File: config.mk
export PLATFORM = sky130hd
export DESIGN_NAME = nand_erase_target
export DESIGN_NICKNAME = d
export VERILOG_FILES = /design/src/rtl/nand_pkg.sv /design/src/rtl/nand_busy_timer.sv /design/src/rtl/nand_erase_target.sv
export SDC_FILE = /design/constraint.sdc
export NUM_CORES = 1
export LEC_CHECK = 0
export ABC_CLOCK_PERIOD_IN_PS = 2300
export CORE_MARGIN = 5
export CORE_UTILIZATION = 25
export CTS_CLUSTER_DIAMETER = 200
export CTS_CLUSTER_SIZE = 12
export DETAILED_ROUTE_END_ITERATION = 10
export HOLD_SLACK_MARGIN = 0.03
export PLACE_DENSITY_LB_ADDON = 0.3
export SLEW_MARGIN = 25
export SYNTH_ARGS = -nofsm -noshare
export SYNTH_HDL_FRONTEND = slang
export SYNTH_SLANG_ARGS = --single-unit
File: constraint.sdc
create_clock -name clk -period 2.3 [get_ports clk]
set_input_delay 0.69 -clock clk [delete_from_list [all_inputs] [get_ports clk]]
set_output_delay 0.69 -clock clk [all_outputs]
set_load 0.005 [all_outputs]
File: src/rtl/nand_pkg.sv
// Shared definitions for the NAND target responders: opcodes, status bits, state codes.
package nand_pkg;

  localparam logic [7:0] CMD_ERASE1 = 8'h60;
  localparam logic [7:0] CMD_ERASE2 = 8'hD0;
  localparam logic [7:0] CMD_STATUS = 8'h70;
  localparam logic [7:0] CMD_RESET  = 8'hFF;

  // Status byte bit positions.
  localparam int SB_WP   = 7;
  localparam int SB_RDY  = 6;
  localparam int SB_ARDY = 5;
  localparam int SB_FAIL = 0;

  // State codes shared with the controller-side FSMs.
  localparam logic [3:0] ST_IDLE       = 4'h0;
  localparam logic [3:0] ST_ADDR1      = 4'h1;
  localparam logic [3:0] ST_ADDR2      = 4'h2;
  localparam logic [3:0] ST_ADDR3      = 4'h3;
  localparam logic [3:0] ST_CONFIRM    = 4'h4;
  localparam logic [3:0] ST_BUSY_ERASE = 4'h5;
  localparam logic [3:0] ST_BUSY_RST   = 4'h6;

  typedef enum logic [3:0] {
    IDLE       = ST_IDLE,
    ADDR1      = ST_ADDR1,
    ADDR2      = ST_ADDR2,
    ADDR3      = ST_ADDR3,
    CONFIRM    = ST_CONFIRM,
    BUSY_ERASE = ST_BUSY_ERASE,
    BUSY_RST   = ST_BUSY_RST
  } state_t;

  // Assemble the status byte; unused bits read as zero.
  function automatic logic [7:0] status_byte(input logic wp, input logic rb, input logic fail);
    logic [7:0] s;
    s          = 8'h00;
    s[SB_WP]   = wp;
    s[SB_RDY]  = rb;
    s[SB_ARDY] = rb;
    s[SB_FAIL] = fail;
    return s;
  endfunction

endpackage

File: src/rtl/nand_busy_timer.sv
// Loadable down-counter that times R/B busy windows; done while the count sits at zero.
module nand_busy_timer #(
  parameter int W = 5
) (
  input  logic         clk,
  input  logic         rst,
  input  logic         load,
  input  logic [W-1:0] value,
  output logic         done
);

  logic [W-1:0] count;

  // Load takes priority; otherwise count down and hold at zero.
  // NOTE: sequential state uses non-blocking assignments so every register samples pre-edge values.
  always_ff @(posedge clk or negedge rst) begin
    if (!rst) begin
      count <= '0;
    end else if (load) begin
      count <= value;
    end else if (count != '0) begin
      count <= count - 1'b1;
    end
  end

  assign done = (count == '0);

endmodule

File: src/rtl/nand_erase_target.sv
// NAND target responder: decodes block erase, read status and reset, drives R/B and status.
module nand_erase_target
  import nand_pkg::*;
#(
  parameter int BUSY_CYCLES = 16,
  parameter int RST_CYCLES  = 4,
  parameter int NUM_BLOCKS  = 4096
) (
  input  logic        clk,
  input  logic        rst,
  input  logic        ce,
  input  logic        cle,
  input  logic        ale,
  input  logic        wr,
  input  logic        rd,
  input  logic        wp,
  input  logic [7:0]  dq_in,
  output logic [7:0]  dq_out,
  output logic        dq_oe,
  output logic        rb,
  output logic        erase_req,
  output logic [11:0] erase_blk
);

  localparam int MAX_CYC = (BUSY_CYCLES > RST_CYCLES) ? BUSY_CYCLES : RST_CYCLES;
  localparam int CNT_W   = $clog2(MAX_CYC + 1);

  state_t           state, state_n;
  logic             wr_q;
  logic [11:0]      blk, blk_n;
  logic             fail, fail_n;
  logic             stat_mode, stat_n;
  logic             accept, rst_cmd;
  logic             lat, cmd_lat, addr_lat, busy;
  logic [CNT_W-1:0] timer_value;
  logic             timer_done;

  // A strobe latches on the sampled 0->1 edge of wr while the target is selected.
  assign lat      = ce & wr & ~wr_q;
  assign cmd_lat  = lat & cle & ~ale;
  assign addr_lat = lat & ~cle & ale;
  assign busy     = (state == BUSY_ERASE) || (state == BUSY_RST);
  assign rb       = ~busy;
  assign dq_oe    = stat_mode & ce & ~rd;

  // Reset commands reload the timer with their own window, accepted erases with theirs.
  assign timer_value = rst_cmd ? CNT_W'(RST_CYCLES - 1) : CNT_W'(BUSY_CYCLES - 1);

  nand_busy_timer #(.W(CNT_W)) u_timer (
    .clk   (clk),
    .rst   (rst),
    .load  (accept | rst_cmd),
    .value (timer_value),
    .done  (timer_done)
  );

  // State register.
  // NOTE: async reset puts the FSM in IDLE immediately, which also releases rb without a clock.
  always_ff @(posedge clk or negedge rst) begin
    if (!rst) state <= IDLE;
    else      state <= state_n;
  end

  // Next-state decode; read-status commands never move the sequence.
  // NOTE: every output of this block gets a default first so no latch is inferred.
  always_comb begin
    state_n = state;
    blk_n   = blk;
    fail_n  = fail;
    accept  = 1'b0;
    rst_cmd = 1'b0;
    if (cmd_lat && dq_in == CMD_RESET) begin
      state_n = BUSY_RST;
      rst_cmd = 1'b1;
    end else begin
      case (state)
        BUSY_ERASE: if (timer_done) state_n = IDLE;
        BUSY_RST: begin
          if (timer_done) begin
            state_n = IDLE;
            fail_n  = 1'b0;
          end
        end
        default: begin
          if (cmd_lat && dq_in != CMD_STATUS) begin
            if (dq_in == CMD_ERASE1) begin
              state_n = ADDR1;
              fail_n  = 1'b0;
            end else if (dq_in == CMD_ERASE2 && state == CONFIRM) begin
              if (wp && (32'(blk) < 32'(NUM_BLOCKS))) begin
                state_n = BUSY_ERASE;
                accept  = 1'b1;
              end else begin
                state_n = IDLE;
                fail_n  = 1'b1;
              end
            end else begin
              state_n = IDLE;
            end
          end else if (addr_lat) begin
            case (state)
              ADDR1: state_n = ADDR2;
              ADDR2: begin
                state_n    = ADDR3;
                blk_n[7:0] = dq_in;
              end
              ADDR3: begin
                state_n     = CONFIRM;
                blk_n[11:8] = dq_in[3:0];
              end
              default: state_n = IDLE;
            endcase
          end
        end
      endcase
    end
  end

  // Status mode: set by 70h, cleared by any other honoured command (only FFh while busy).
  always_comb begin
    stat_n = stat_mode;
    if (cmd_lat) begin
      if (dq_in == CMD_STATUS)                stat_n = 1'b1;
      else if (dq_in == CMD_RESET || !busy)   stat_n = 1'b0;
    end
  end

  // Datapath registers: strobe history, block address, flags, erase handoff, status byte.
  always_ff @(posedge clk or negedge rst) begin
    if (!rst) begin
      wr_q      <= 1'b1;
      blk       <= '0;
      fail      <= 1'b0;
      stat_mode <= 1'b0;
      erase_req <= 1'b0;
      erase_blk <= '0;
      dq_out    <= 8'h00;
    end else begin
      wr_q      <= wr;
      blk       <= blk_n;
      fail      <= fail_n;
      stat_mode <= stat_n;
      erase_req <= accept;
      if (accept) erase_blk <= blk;
      dq_out    <= status_byte(wp, rb, fail);
    end
  end

endmodule
==> impl_metrics.yaml, run 1 <==
detailed_routing:
  ant_nets: 0
  firstDrtPassIters: 5
  avgRoutedWirePerCell_um: 13.4
  drcViolationCount: 0
  first_iter_violations: 59
  vias_per_cell: 4.31
  vias: 1370
  wl_mm: 4.26
place:
  portBuffers: 34
  place_congestion: 0.825
  dpl-instance-area_mm2: 0.00250
  pre_cts_ws_ns: -0.396
  place_hpwl_mm: 3.18
clocking:
  cts_sinks: 39
  cts_hold_buf: 0
  clk_pin_slew_worst_paths_ns: 0.07
  clock_latency_ns: 0.29
  htree_levels: 2
  cts_buffers: 5
  clockBufferDepth: 2
  cts_tree: "yes"
  cts_root_buf: "clkbuf_8"
hold_path:
  min_to: "dq_out[0]$_DFF_PN0_"
  worstHoldPathCells: 0
  hold_class: "flip-flop to flip-flop"
  hp-start: "fail$_DFFE_PN0P_"
yosys:
  synthSimpleGateAreaFrac_pct: 16.9
  synth.ff_latch_count: 39
  syn_area_per_cell_um2: 12.4
  synth.distinct_cells: 45
  synth_fa_ha_area_share_pct: 1.37
  syn-cell-area_mm2: 0.00183
  synth-xor-area-share_pct: 1.92
  ys_seq_area_share_pct: 53.5
  ys.warnings.count: 0
  synth_top_family_by_area: "simple AND/OR/NAND/NOR gates"
  synth_compound_area_share_pct: 7.33
  synth_cells: 147
  synthMuxAreaShare_pct: 14.8
timing:
  maxSlewViolCount: 0
  hold_violations: 0
  period_minus_slack_ns: 2.22
  setup_tns_ns: 0
  worst_slew_pin_slew_ns: 0.504
  post-route-period-util_pct: 96.7
  rsz0062_at_grt: "false"
  slew-limit-headroom_pct: 66.4
  setup_ws_ns: 0.0764
  fmax_ghz: 0.450
  holdWs_ns: 0.391
  fin_skew_ns: 0.00423
  setup_viol: 0
global_route:
  overflow: 0
  grt_max_degree: 40
  grt_pass1_wl_mm: 6.99
  grt_pass1_vias: 1400
  antenna_found_initial: 0
  grt.total_usage_pct: 10.2
power_and_ir_drop:
  p_int_mw: 1.52
  power_frac_comb_pct: 26.9
  leakage_nw: 1.23
  p_seq_share_pct: 45.2
  switchingPower_mw: 0.604
  p_sw_share_pct: 28.4
  peakVddDrop_mv: 0.218
  power_density_mw_per_mm2: 800
  power_frac_clock_pct: 27.8
final_layout:
  finalNetCount: 236
  design_area_mm2: 0.00266
  utilization_pct: 37.0
  area_delta_synth_final_pct: 45.5
  n_antenna_cell: 0
  fillCellCount: 707
  layout-drive-gt1-share_pct: 38.4
worst_setup_path:
  cp.required_ns: 2.48
  startpoint: "ale"
  rr_startpoint: "u_timer.count[0]$_DFFE_PN0P_"
  start_kind: "primary input"
  r2r_cells: 7
  cp-end-kind: "flip-flop"
  cp_max_fo: 7
  worstSetupPathType: "primary input to flip-flop"
  reg2reg_to: "state[2]$_DFFE_PN0P_"
  path_cells: "dlygate4sd2_1, nand2b_4, or4b_4, nor4_4, buf_6, mux2_2"
  r2r_slack_ns: 0.28
  crit_slowest_cell: "or4b_4"
  cpPeakStageDelay_ns: 0.54
  arrival_ns: 2.40
run:
  maxCapViolCount: 0
floorplanning:
  die_h_um: 95.5
  die_w_um: 95.5
  die-area_mm2: 0.00911
  pin_count: 39
  core-area_mm2: 0.00718
  rows: 31
  start_util_pct: 25.4
status:
  outcome: "completed"
[cells in the mapped netlist (all sizes together)]
library cell / count / area (um^2)
dfrtp: 38 / 951
mux2: 24 / 270
nand2: 10 / 37.5
buf: 7 / 53.8
a31o: 4 / 35.0
and3: 4 / 26.3
inv: 4 / 15.0
nand3: 4 / 20.0
nor2: 4 / 15.0
o21ai: 4 / 20.0
a31oi: 3 / 18.8
nand3b: 3 / 22.5
nand4: 3 / 18.8
nor2b: 3 / 18.8
xor2: 3 / 26.3
and4: 2 / 17.5
ha: 2 / 25.0
nor4: 2 / 27.5
or4: 2 / 15.0
or4b: 2 / 23.8
a211oi: 1 / 7.51
a21boi: 1 / 7.51
a311o: 1 / 10.0
a311oi: 1 / 8.76
a32o: 1 / 10.0
a32oi: 1 / 8.76
and3b: 1 / 8.76
clkbuf: 1 / 3.75
conb: 1 / 3.75
dfstp: 1 / 26.3
nand2b: 1 / 13.8
nor3: 1 / 5.00
nor3b: 1 / 7.51
nor4b: 1 / 8.76
o31ai: 1 / 7.51
or2: 1 / 6.26
or3: 1 / 6.26
or3b: 1 / 8.76
xnor2: 1 / 8.76
[critical path: cells and delay by family]
family                 cells  cell delay [ns]
AND/OR/NAND/NOR            3             0.96
buffers and inverters      2             0.42
multiplexers               1             0.33
[area by class of cell]
type,instances,area [um^2],area share (%)
Clock inverter,2,35.0,1.32
Inverter,4,15.0,0.565
Timing Repair Buffer,69,612,23.0
Sequential cell,39,980,36.9
Tap cell,99,124,4.66
Clock buffer,6,82.6,3.11
Multi-Input combinational cell,99,808,30.4
[flip-flops by register name, indices dropped and copies added (netlist names)]
signal         count
u_timer.count      5
fail               1
blk               12
erase_blk         12
wr_q               1
dq_out             3
stat_mode          1
state              3
erase_req          1
[logic make-up (layout without fill, tap and decap cells)]
| family | count (synthesis) | after routing |
|---|---|---|
| compound gates | 18 | 18 |
| other cells | 1 | 4 |
| fa+ha+maj | 2 | 2 |
| mux | 24 | 24 |
| simple gates | 47 | 47 |
| flops | 39 | 39 |
| xor+xnor | 4 | 4 |
| buf+inv | 12 | 81 |
[power groups by stage]
stage	Clock [mW]	Combinational (mW)	Sequential, mW
finish	0.591	0.572	0.961
detailed placement	0	0.565	0.970
global route	0.643	0.647	0.986
CTS	0.616	0.568	0.958
global placement	0	0.558	0.967
floorplan	0	0.375	0.938
[stage by stage]
stage	std cells	power, mW
floorplan	150	1.31
global placement	308	1.52
detailed placement	308	1.54
CTS	317	2.14
global route	318	2.28
finish	318	2.12
[routing by layer]
metal  GRT usage (%)  vias up  share of wire, %
met4            3.67        0               1.2
met2            14.7       32                43
met3            3.55        5               5.5
met1            14.1      655                50
li1                -      678                 -
met5               0        -                 0
[layout by cell type, fill, tap and decap left out, types with 2 or more instances in the layout]
cell / count
ha_1: 2
inv_1: 4
a31oi_1: 3
nor4_4: 2
or4_1: 2
buf_6: 2
o21ai_0: 2
conb_1: 4
nand3b_1: 3
dfrtp_1: 36
nand2_1: 10
xor2_1: 3
nand3_1: 4
a31o_2: 4
clkbuf_8: 6
mux2_2: 24
nor2_1: 4
dlygate4sd2_1: 7
dlymetal6s2s_1: 3
dfrtp_2: 2
clkdlybuf4s50_1: 22
o21ai_1: 2
and4_1: 2
and3_1: 3
buf_4: 32
nand4_1: 3
nor2b_1: 3
[worst max-delay path by stage]
stage,end,slack (ns)
6_report,erase_blk[5]$_DFFE_PN0P_,0.08
2_1_floorplan,erase_blk[10]$_DFFE_PN0P_,0.02
4_1_cts,erase_blk[5]$_DFFE_PN0P_,0.01
5_1_grt,rb,0.004
3_5_place_dp,erase_blk[5]$_DFFE_PN0P_,-0.40
3_3_place_gp,erase_blk[5]$_DFFE_PN0P_,-0.38
[timing repair]
action                     in CTS  in global routing
pin swaps                       1                  1
gates resized for setup        12                  9
setup buffers                   1                  1
setup endpoints to repair      14                 17
Note: power is estimated with default switching activity, not from simulation.
==> run 2, diff against run 1 <==
--- a/config.mk
+++ b/config.mk
@@ -12,6 +12,7 @@
 export CTS_CLUSTER_SIZE = 12
 export DETAILED_ROUTE_END_ITERATION = 10
 export HOLD_SLACK_MARGIN = 0.03
+export MAX_ROUTING_LAYER = met4
 export PLACE_DENSITY_LB_ADDON = 0.3
 export SLEW_MARGIN = 25
 export SYNTH_ARGS = -nofsm -noshare
==> impl_metrics.yaml, run 2 (same netlist as run 1, synthesis figures left out) <==
status:
  outcome: "completed"
timing:
  hold_violations: 0
  post-route-period-util_pct: 96.7
  setup_ws_ns: 0.0756
  rsz0062_at_grt: "false"
  maxSlewViolCount: 0
  setup_tns_ns: 0
  period_minus_slack_ns: 2.22
  holdWs_ns: 0.391
  fin_skew_ns: 0.00458
  fmax_ghz: 0.450
  setup_viol: 0
power_and_ir_drop:
  power_frac_comb_pct: 26.9
  leakage_nw: 1.23
  power_frac_clock_pct: 27.8
  power_density_mw_per_mm2: 800
  p_seq_share_pct: 45.3
  p_int_mw: 1.52
  p_sw_share_pct: 28.4
  switchingPower_mw: 0.604
  peakVddDrop_mv: 0.218
place:
  place_congestion: 0.837
  pre_cts_ws_ns: -0.396
  place_hpwl_mm: 3.18
  portBuffers: 34
  dpl-instance-area_mm2: 0.00250
detailed_routing:
  firstDrtPassIters: 6
  first_iter_violations: 58
  vias_per_cell: 4.36
  avgRoutedWirePerCell_um: 13.4
  wl_mm: 4.26
  drcViolationCount: 0
  vias: 1388
  ant_nets: 0
final_layout:
  mostFrequentLayoutCells: "36 x dfrtp_1, 32 x buf_4, 24 x mux2_2, 22 x clkdlybuf4s50_1, 10 x nand2_1"
  fillCellCount: 707
  layout-drive-gt1-share_pct: 38.4
  multi_input_area_um2: 808
  reg.largest.list: "blk: 12 flops, erase_blk: 12 flops, u_timer.count: 5 flops"
  finalNetCount: 236
  area_delta_synth_final_pct: 45.5
  n_antenna_cell: 0
  final_common_cell: "dfrtp_1"
  seq_area_um2: 980
  design_area_mm2: 0.00266
clocking:
  clockBufferDepth: 2
  cts_buffers: 5
  htree_levels: 2
  clock_latency_ns: 0.29
  cts_root_buf: "clkbuf_8"
  cts_sinks: 39
  cts_tree: "yes"
  clk_pin_slew_worst_paths_ns: 0.07
worst_setup_path:
  cp_max_fo: 7
  cp.required_ns: 2.48
  worstSetupPathType: "primary input to flip-flop"
  cp-end-kind: "flip-flop"
  start_kind: "primary input"
  arrival_ns: 2.40
global_route:
  grt_max_degree: 40
  grt.total_usage_pct: 10.4
  antenna_found_initial: 0
  grt_pass1_wl_mm: 6.99
  grt_pass1_vias: 1407
  overflow: 0
floorplanning:
  die_h_um: 95.5
  start_util_pct: 25.4
  die-area_mm2: 0.00911
  core-area_mm2: 0.00718
  pin_count: 39
  die_w_um: 95.5
  rows: 31
hold_path:
  hold_class: "flip-flop to flip-flop"
run:
  maxCapViolCount: 0
## run 2: worst paths after layout
check	slack, ns	startpoint	depth (start not counted)	endpoint
min reg2reg	0.39	fail$_DFFE_PN0P_	0	dq_out[0]$_DFF_PN0_
min	0.39	fail$_DFFE_PN0P_	0	dq_out[0]$_DFF_PN0_
min in group asynchronous	0.45	rst	2	blk[8]$_DFFE_PN0P_
max in group asynchronous	1.49	rst	2	state[1]$_DFFE_PN0P_
max	0.08	ale	6	erase_blk[5]$_DFFE_PN0P_
max reg2reg	0.28	u_timer.count[0]$_DFFE_PN0P_	7	state[2]$_DFFE_PN0P_
## run 2: power groups by stage
stage / Clock (mW) / Combinational [mW] / Sequential, mW
detailed placement: 0 / 0.565 / 0.970
global placement: 0 / 0.558 / 0.967
CTS: 0.616 / 0.568 / 0.958
floorplan: 0 / 0.375 / 0.938
global route: 0.643 / 0.647 / 0.984
finish: 0.591 / 0.572 / 0.961
## run 2: layer usage
metal,up-vias,GRT usage (%),routed length [um]
met5,-,-,0
met4,0,3.67,36
met3,3,3.24,221
met2,36,14.9,1850
met1,674,14.0,2160
li1,675,-,-
## run 2: worst max-delay path: stages
cell,delay (ns)
dlygate4sd2_1,0.24
nand2b_4,0.14
or4b_4,0.54
nor4_4,0.28
buf_6,0.18
mux2_2,0.33
## run 2: cell type report
| cell class | count | area share (%) |
|---|---|---|
| Tap cell | 99 | 4.66 |
| Inverter | 4 | 0.565 |
| Clock inverter | 2 | 1.32 |
| Sequential cell | 39 | 36.9 |
| Multi-Input combinational cell | 99 | 30.4 |
| Clock buffer | 6 | 3.11 |
| Timing Repair Buffer | 69 | 23.0 |
## run 2: through the flow
stage	power, mW	utilization, %	cells
after floorplan	1.31	-	150
after global placement	1.52	34.8	308
after detailed placement	1.54	34.8	308
after CTS	2.14	36.7	317
after global routing	2.27	37.0	318
final	2.12	37.0	318
## run 2: what timing repair did
action	in CTS	in global routing
endpoints found under the hold margin	0	0
gates resized for setup	12	9
endpoints found under the setup margin	14	17
pin swaps	1	1
hold buffers	0	0
buffers inserted	1	1
